## config.mk

```make
export PLATFORM = sky130hd
export DESIGN_NAME = core_boot_ctrl
export DESIGN_NICKNAME = d
export VERILOG_FILES = /design/src/rtl/core_boot_pkg.sv /design/src/rtl/core_boot_ctrl_byte_packer.sv /design/src/rtl/core_boot_ctrl.sv
export SDC_FILE = /design/constraint.sdc
export NUM_CORES = 1
export LEC_CHECK = 0
export BUFFER_PORTS_ARGS = -buffer_cell sky130_fd_sc_hd__clkbuf_2
export CAP_MARGIN = 10
export CORE_ASPECT_RATIO = 1.75
export CORE_UTILIZATION = 40
export DETAILED_ROUTE_END_ITERATION = 16
export HOLD_SLACK_MARGIN = 0.05
export PLACE_DENSITY = 0.69
export SLEW_MARGIN = 25
export SYNTH_ARGS = -nofsm -noshare
export SYNTH_HDL_FRONTEND = slang
export SYNTH_SLANG_ARGS = --single-unit
```

## constraint.sdc

```tcl
create_clock -name clk -period 3.3 [get_ports clk]
set_input_delay 0.66 -clock clk [delete_from_list [all_inputs] [get_ports clk]]
set_output_delay 0.66 -clock clk [all_outputs]
set_load 0.05 [all_outputs]
```

## src/rtl/core_boot_pkg.sv

```systemverilog
// rtl/core_boot_pkg.sv - shared types and constants for the boot/run sequencer
package core_boot_pkg;

    typedef enum logic [2:0] {
        ST_IDLE,
        ST_HDR,
        ST_LOAD,
        ST_RUN,
        ST_DONE,
        ST_ERR
    } boot_state_e;

    localparam logic [7:0] SYNC_BYTE      = 8'hA5;
    localparam int         HDR_BYTES      = 2;
    localparam int         BYTES_PER_WORD = 4;

endpackage

```

## src/rtl/core_boot_ctrl_byte_packer.sv

```systemverilog
// rtl/core_boot_ctrl_byte_packer.sv - packs 4 bytes little-endian into a 32-bit word
// Ports:
//   clk, rst_n        clock, synchronous active-low reset
//   clear             drop any partial word (pulsed on load entry)
//   byte_valid/data   incoming byte strobe and value
//   word_valid        1-cycle strobe, the cycle after the 4th byte
//   word              assembled word, first byte in [7:0]
module byte_packer
    import core_boot_pkg::*;
(
    input  logic        clk,
    input  logic        rst_n,
    input  logic        clear,
    input  logic        byte_valid,
    input  logic [7:0]  byte_data,
    output logic        word_valid,
    output logic [31:0] word
);

    localparam logic [1:0] LAST_BYTE = 2'(BYTES_PER_WORD - 1);

    logic [1:0]  cnt_q, cnt_d;
    logic [31:0] word_q, word_d;
    logic        word_valid_q, word_valid_d;

    always_comb begin
        cnt_d        = cnt_q;
        word_d       = word_q;
        word_valid_d = 1'b0;
        if (clear) begin
            cnt_d  = 2'd0;
            word_d = 32'd0;
        end else if (byte_valid) begin
            // Shift right so the first byte ends up in the low lane.
            word_d       = {byte_data, word_q[31:8]};
            cnt_d        = cnt_q + 2'd1;
            word_valid_d = (cnt_q == LAST_BYTE);
        end
    end

    always_ff @(posedge clk) begin
        if (!rst_n) begin
            cnt_q        <= 2'd0;
            word_q       <= 32'd0;
            word_valid_q <= 1'b0;
        end else begin
            cnt_q        <= cnt_d;
            word_q       <= word_d;
            word_valid_q <= word_valid_d;
        end
    end

    assign word_valid = word_valid_q;
    assign word       = word_q;

endmodule

```

## src/rtl/core_boot_ctrl.sv

```systemverilog
// rtl/core_boot_ctrl.sv - boot loader and run/halt sequencer for the single-cycle core
// Ports:
//   clk, rst_n            clock, synchronous active-low reset
//   rx_valid, rx_data     UART byte stream
//   imem_we/addr/wdata    instruction memory write port
//   core_rst_n, core_en   core reset (active low) and clock enable
//   core_pc               core next-pc, watched for the halt condition
//   last_pc               word count minus 1 (halt address)
//   done, error           status levels
//   cycle_count           cycles spent in RUN, frozen afterwards
module core_boot_ctrl
    import core_boot_pkg::*;
#(
    parameter int IMEM_DEPTH = 1024,
    parameter int ADDR_W     = 10,
    parameter int TMO_W      = 24
) (
    input  logic              clk,
    input  logic              rst_n,
    input  logic              rx_valid,
    input  logic [7:0]        rx_data,
    output logic              imem_we,
    output logic [ADDR_W-1:0] imem_addr,
    output logic [31:0]       imem_wdata,
    output logic              core_rst_n,
    output logic              core_en,
    input  logic [31:0]       core_pc,
    output logic [31:0]       last_pc,
    output logic              done,
    output logic              error,
    output logic [TMO_W-1:0]  cycle_count
);

    localparam logic [0:0] HDR_LAST = 1'(HDR_BYTES - 1);

    boot_state_e       state_q, state_d;
    logic [7:0]        hdr_lo_q, hdr_lo_d;
    logic [0:0]        hdr_cnt_q, hdr_cnt_d;
    logic [ADDR_W-1:0] index_q, index_d;
    logic [31:0]       last_pc_q, last_pc_d;
    logic [TMO_W-1:0]  cycle_q, cycle_d;
    logic              pc_match_q, pc_match_d;

    logic        rx_sync;
    logic [15:0] hdr_n;
    logic        word_valid;
    logic [31:0] word;
    logic        packer_clear;
    logic        imem_we_c;

    assign rx_sync = rx_valid && (rx_data == SYNC_BYTE);
    assign hdr_n   = {rx_data, hdr_lo_q};

    always_comb begin
        state_d    = state_q;
        hdr_lo_d   = hdr_lo_q;
        hdr_cnt_d  = hdr_cnt_q;
        index_d    = index_q;
        last_pc_d  = last_pc_q;
        cycle_d    = cycle_q;
        pc_match_d = 1'b0;
        imem_we_c  = 1'b0;
        case (state_q)
            ST_IDLE: begin
                if (rx_sync) begin
                    state_d   = ST_HDR;
                    hdr_cnt_d = 1'b0;
                    cycle_d   = '0;
                end
            end
            ST_HDR: begin
                if (rx_valid) begin
                    if (hdr_cnt_q != HDR_LAST) begin
                        hdr_lo_d  = rx_data;
                        hdr_cnt_d = hdr_cnt_q + 1'b1;
                    end else begin
                        hdr_cnt_d = 1'b0;
                        if (hdr_n == 16'd0 || {16'd0, hdr_n} > 32'(IMEM_DEPTH)) begin
                            state_d = ST_ERR;
                        end else begin
                            state_d   = ST_LOAD;
                            last_pc_d = {16'd0, hdr_n} - 32'd1;
                            index_d   = '0;
                        end
                    end
                end
            end
            ST_LOAD: begin
                if (word_valid) begin
                    imem_we_c = 1'b1;
                    // Index stops at the last word so the address stays in range.
                    if ({{(32-ADDR_W){1'b0}}, index_q} == last_pc_q) begin
                        state_d = ST_RUN;
                    end else begin
                        index_d = index_q + 1'b1;
                    end
                end
            end
            ST_RUN: begin
                cycle_d    = cycle_q + 1'b1;
                pc_match_d = (core_pc == last_pc_q);
                // Halt is checked first so it wins over a coincident timeout.
                if (pc_match_d && pc_match_q) begin
                    state_d = ST_DONE;
                end else if (cycle_d == '1) begin
                    state_d = ST_ERR;
                end
            end
            ST_DONE, ST_ERR: begin
                if (rx_sync) begin
                    state_d   = ST_HDR;
                    hdr_cnt_d = 1'b0;
                    cycle_d   = '0;
                end
            end
            default: state_d = ST_IDLE;
        endcase
    end

    always_ff @(posedge clk) begin
        if (!rst_n) begin
            state_q    <= ST_IDLE;
            hdr_lo_q   <= 8'd0;
            hdr_cnt_q  <= 1'b0;
            index_q    <= '0;
            last_pc_q  <= 32'd0;
            cycle_q    <= '0;
            pc_match_q <= 1'b0;
        end else begin
            state_q    <= state_d;
            hdr_lo_q   <= hdr_lo_d;
            hdr_cnt_q  <= hdr_cnt_d;
            index_q    <= index_d;
            last_pc_q  <= last_pc_d;
            cycle_q    <= cycle_d;
            pc_match_q <= pc_match_d;
        end
    end

    assign packer_clear = (state_d == ST_LOAD) && (state_q != ST_LOAD);

    byte_packer u_packer (
        .clk        (clk),
        .rst_n      (rst_n),
        .clear      (packer_clear),
        .byte_valid (rx_valid && (state_q == ST_LOAD)),
        .byte_data  (rx_data),
        .word_valid (word_valid),
        .word       (word)
    );

    assign imem_we     = imem_we_c;
    assign imem_addr   = index_q;
    assign imem_wdata  = word;
    assign core_rst_n  = (state_q == ST_RUN) || (state_q == ST_DONE);
    assign core_en     = (state_q == ST_RUN);
    assign last_pc     = last_pc_q;
    assign done        = (state_q == ST_DONE);
    assign error       = (state_q == ST_ERR);
    assign cycle_count = cycle_q;

endmodule

```

==> impl_metrics.csv <==
group,metric,value,unit
run_status,run_status,"complete, no violations",
cells_and_area,finish.cell_count_without_fillers,956,
route,vias_per_cell,5.35,
logic_synthesis,synth_edf_count,0,
cells_and_area,nNetsFinal,828,
global_route,grt_start_max_net_pins,45,
route,met1_length,5870,microns
critical_path,cp.required,2640,ps
route,route.detailed.wl_per_inst,14.8,microns
global_route,antenna_found_initial,0,
timing,tightest_slew,744,ps
route,dr.max_layer_used,"met4",
global_route,vias_in_the_first_global_route,4563,
power,power.density,364,mW/mm^2
logic_synthesis,post_synth_fa_ha_maj_area_fraction,0.0118,
floorplanning,die_outline_width,88.9,microns
logic_synthesis,synth_top_family_by_area,"simple AND/OR/NAND/NOR gates",
timing,timing.clock.skew,8.60,ps
cells_and_area,drive_above_1_share,0.239,
logic_synthesis,synthTopCellsByCount,"sky130_fd_sc_hd__nand2_1 (115), sky130_fd_sc_hd__dfxtp_1 (99), sky130_fd_sc_hd__a21oi_1 (57)",
logic_synthesis,synth_top_cells_by_area,"sky130_fd_sc_hd__dfxtp_1 (38%), sky130_fd_sc_hd__nand2_1 (8.2%), sky130_fd_sc_hd__a21oi_1 (5.4%), sky130_fd_sc_hd__xnor2_1 (4.5%), sky130_fd_sc_hd__o21ai_0 (3.8%)",
timing,final_min_period_over_clock_period,0.808,
route,drtIter0Drc,209,
clocking,cts.path.max_buffers,2,
power,leakage,2.62,nW
run,maxcap_violations,0,
floorplanning,dieArea,0.0137,sq mm
route,met3_wirelength,507,microns
place,gp_routability_congestion,0.868,
logic_synthesis,synthMuxAreaShare,0.00569,
logic_synthesis,synth_compound_area_frac,0.187,
logic_synthesis,synth-simple-area-share,0.285,
timing,grt_setup_unrepaired,"false",
route,wirelength,14100,microns
clocking,post-cts-setup-buffers,0,
clocking,clock_insertion_delay_worst_skew,350,ps
clocking,cts.sinks,99,
place,hpwlAfterDp,10400,microns
route,remaining_drc_errors,0,
timing,timing.final.setup_violations,0,
logic_synthesis,synth_most_common_cell,"sky130_fd_sc_hd__nand2_1",
clocking,tritoncts.num_buffers,9,
critical_path,crit_path_max_fanout,7,
floorplanning,core.rowCount,55,
clocking,cts-root-buf,"sky130_fd_sc_hd__clkbuf_16",
floorplanning,io_pins,146,
clocking,tritoncts,"yes",
timing,fin_setup_tns,0,ps
critical_path,worst_r2r_startpoint,"cycle_count[0]",
global_route,grt_first_pass_wirelength,22600,microns
logic_synthesis,synthArstFlopShare,0,
clocking,postCtsResizedCells,0,
logic_synthesis,synth_xor_area_frac,0.0779,
logic_synthesis,yosysTopAreaCellShare,0.375,
logic_synthesis,synth_cell_types,63,
critical_path,worst_setup_path_end_kind,"output pin",
place,port-buffer-count,145,
place,postPlaceCellArea,0.00601,sq mm
clocking,cts.hold.buffers_added,0,
critical_path,cp.arrival,2000,ps
power,vdd_ir_drop_max,0.000228,V
logic_synthesis,synthDominantAreaCellType,"sky130_fd_sc_hd__dfxtp_1",
floorplanning,initial_core_util,0.408,
route,detailedRoute.firstPassIterationCount,4,
route,wl_met2,7350,microns
logic_synthesis,top_flip_flop_cell_by_instance_count_after_synthesis,"sky130_fd_sc_hd__dfxtp_1",
logic_synthesis,postSynthCellCount,666,
floorplanning,die_height,154,microns
hold_path,hold_path.startpoint,"u_packer.word[1]",
logic_synthesis,syn_avg_cell_area,7.93,sq um
logic_synthesis,synth_seq_cells,99,
timing,max_slew_margin,0.504,
cells_and_area,number_of_antenna_cells_inserted,0,
logic_synthesis,synth.cell_area,0.00528,sq mm
place,numPlacedInstances,940,
critical_path,worstSetupPathType,"reg -> out",
cells_and_area,fill_cells,1356,
floorplanning,core_region_area,0.0129,sq mm
clocking,h_tree_levels,3,
cells_and_area,fin_area,0.00630,sq mm
critical_path,r2r_setup_slack,740,ps
timing,highest_attainable_clock_frequency,375,MHz
logic_synthesis,synth.yosys.warnings,0,
power,finalPower,2.30,mW
critical_path,reg2regPathDepth,7,
global_route,grt_usage,0.211,
timing,slew_violations,0,
hold_path,worst_hold_path.num_cells,2,
timing,final_period_minus_worst_setup_slack,2660,ps
timing,timing_hold_violations_final,0,
global_route,global_route.overflow_total,0,
logic_synthesis,synth.net_count,714,
hold_path,min-delay-path-class,"reg -> reg",
hold_path,timing.hold.worst_endpoint,"u_packer.word[1]",
logic_synthesis,synth_seq_area_share,0.375,
route,vias,5113,
clocking,clk_transition_reported_paths,70,ps
critical_path,startpoint_type,"flip-flop",
route,final_ant_viol_nets,0,
cells_and_area,syn2layout_area_growth,19.4,%
critical_path,worst_r2r_endpoint,"state_q[2]",
==> stage by stage <==
step | setup slack, ps | util | hold slack (ps)
after floorplan | 572 | - | 440
after global placement | 739 | 0.464 | 445
after detailed placement | 693 | 0.464 | 451
after CTS | 653 | 0.487 | 462
after global routing | 547 | 0.487 | 485
final | 635 | 0.487 | 459
==> per-layer routing <==
metal,GRT usage,up-vias
met4,0.0975,0
met5,0,-
met2,0.354,130
li1,-,2557
met3,0.0327,29
met1,0.257,2397
==> critical path, stage by stage, from the launching register on <==
cell and delay (ps):
sky130_fd_sc_hd__dfxtp_1 430, sky130_fd_sc_hd__nor3b_1 610, sky130_fd_sc_hd__and2_1 300, sky130_fd_sc_hd__clkbuf_2 310
==> power breakdown <==
part / internal (mW) / total (mW) / switching [mW]
Sequential: 1.19 / 1.19 / 0.000202
Combinational: 0.0346 / 0.0808 / 0.0461
Clock: 0.543 / 1.02 / 0.479
==> logic make-up (layout without fill, tap and decap cells) <==
family,after synthesis,after routing
AO/OA/AOI/OAI,157,157
XOR/XNOR,47,47
adder cells (fa/ha/maj),5,5
buffers and inverters,57,176
flip-flops,99,99
multiplexers,3,3
AND/OR/NAND/NOR,298,298
==> cell type report <==
cell class	count	area, sq um	share of cell area
well taps	171	214	0.0339
inverters	6	22.5	0.00357
repair buffers	154	793	0.126
flip-flops and latches	99	1980	0.314
clock buffers	11	243	0.0385
multi-input cells	510	3000	0.476
clock inverters	5	48.8	0.00774
==> placed cells by master (no fill, tap or decap), types with 3 or more instances in the layout <==
cell type / count
sky130_fd_sc_hd__clkbuf_2: 145
sky130_fd_sc_hd__xnor2_1: 27
sky130_fd_sc_hd__nand2b_1: 3
sky130_fd_sc_hd__or3_1: 8
sky130_fd_sc_hd__nand3b_1: 3
sky130_fd_sc_hd__mux2i_1: 3
sky130_fd_sc_hd__o21ai_0: 40
sky130_fd_sc_hd__nor4_1: 15
sky130_fd_sc_hd__nor3_1: 17
sky130_fd_sc_hd__nand2_1: 115
sky130_fd_sc_hd__dfxtp_1: 99
sky130_fd_sc_hd__a21oi_1: 57
sky130_fd_sc_hd__inv_1: 6
sky130_fd_sc_hd__nand3_1: 17
sky130_fd_sc_hd__buf_4: 9
sky130_fd_sc_hd__nor3b_1: 3
sky130_fd_sc_hd__nor2_1: 50
sky130_fd_sc_hd__o22ai_1: 4
sky130_fd_sc_hd__a31oi_1: 7
sky130_fd_sc_hd__xor2_1: 20
sky130_fd_sc_hd__or4_1: 6
sky130_fd_sc_hd__a21boi_0: 16
sky130_fd_sc_hd__nand4_1: 12
sky130_fd_sc_hd__o211a_1: 10
sky130_fd_sc_hd__clkbuf_16: 9
sky130_fd_sc_hd__and3_1: 12
sky130_fd_sc_hd__nor2b_1: 7
sky130_fd_sc_hd__and2_1: 8
sky130_fd_sc_hd__nand4b_1: 4
sky130_fd_sc_hd__ha_1: 5
sky130_fd_sc_hd__a211oi_1: 3
==> registers in the layout, indices dropped and copies added, names as in the netlist, 2 cells and up <==
signal	cells
state_q	3
u_packer.word	32
imem_addr	10
cycle_count	24
hdr_lo_q	8
last_pc	17
u_packer.cnt_q	2
==> worst max-delay path by stage <==
stage                              start            to  slack (ps)
after floorplan           cycle_count[0]    state_q[2]         570
after global placement        rx_data[6]  imem_addr[8]         740
after detailed placement      rx_data[6]  imem_addr[8]         690
after CTS                     state_q[1]       imem_we         650
after global routing          state_q[1]       imem_we         550
final                         state_q[1]       imem_we         640
Note: power is estimated with default switching activity, not from simulation.
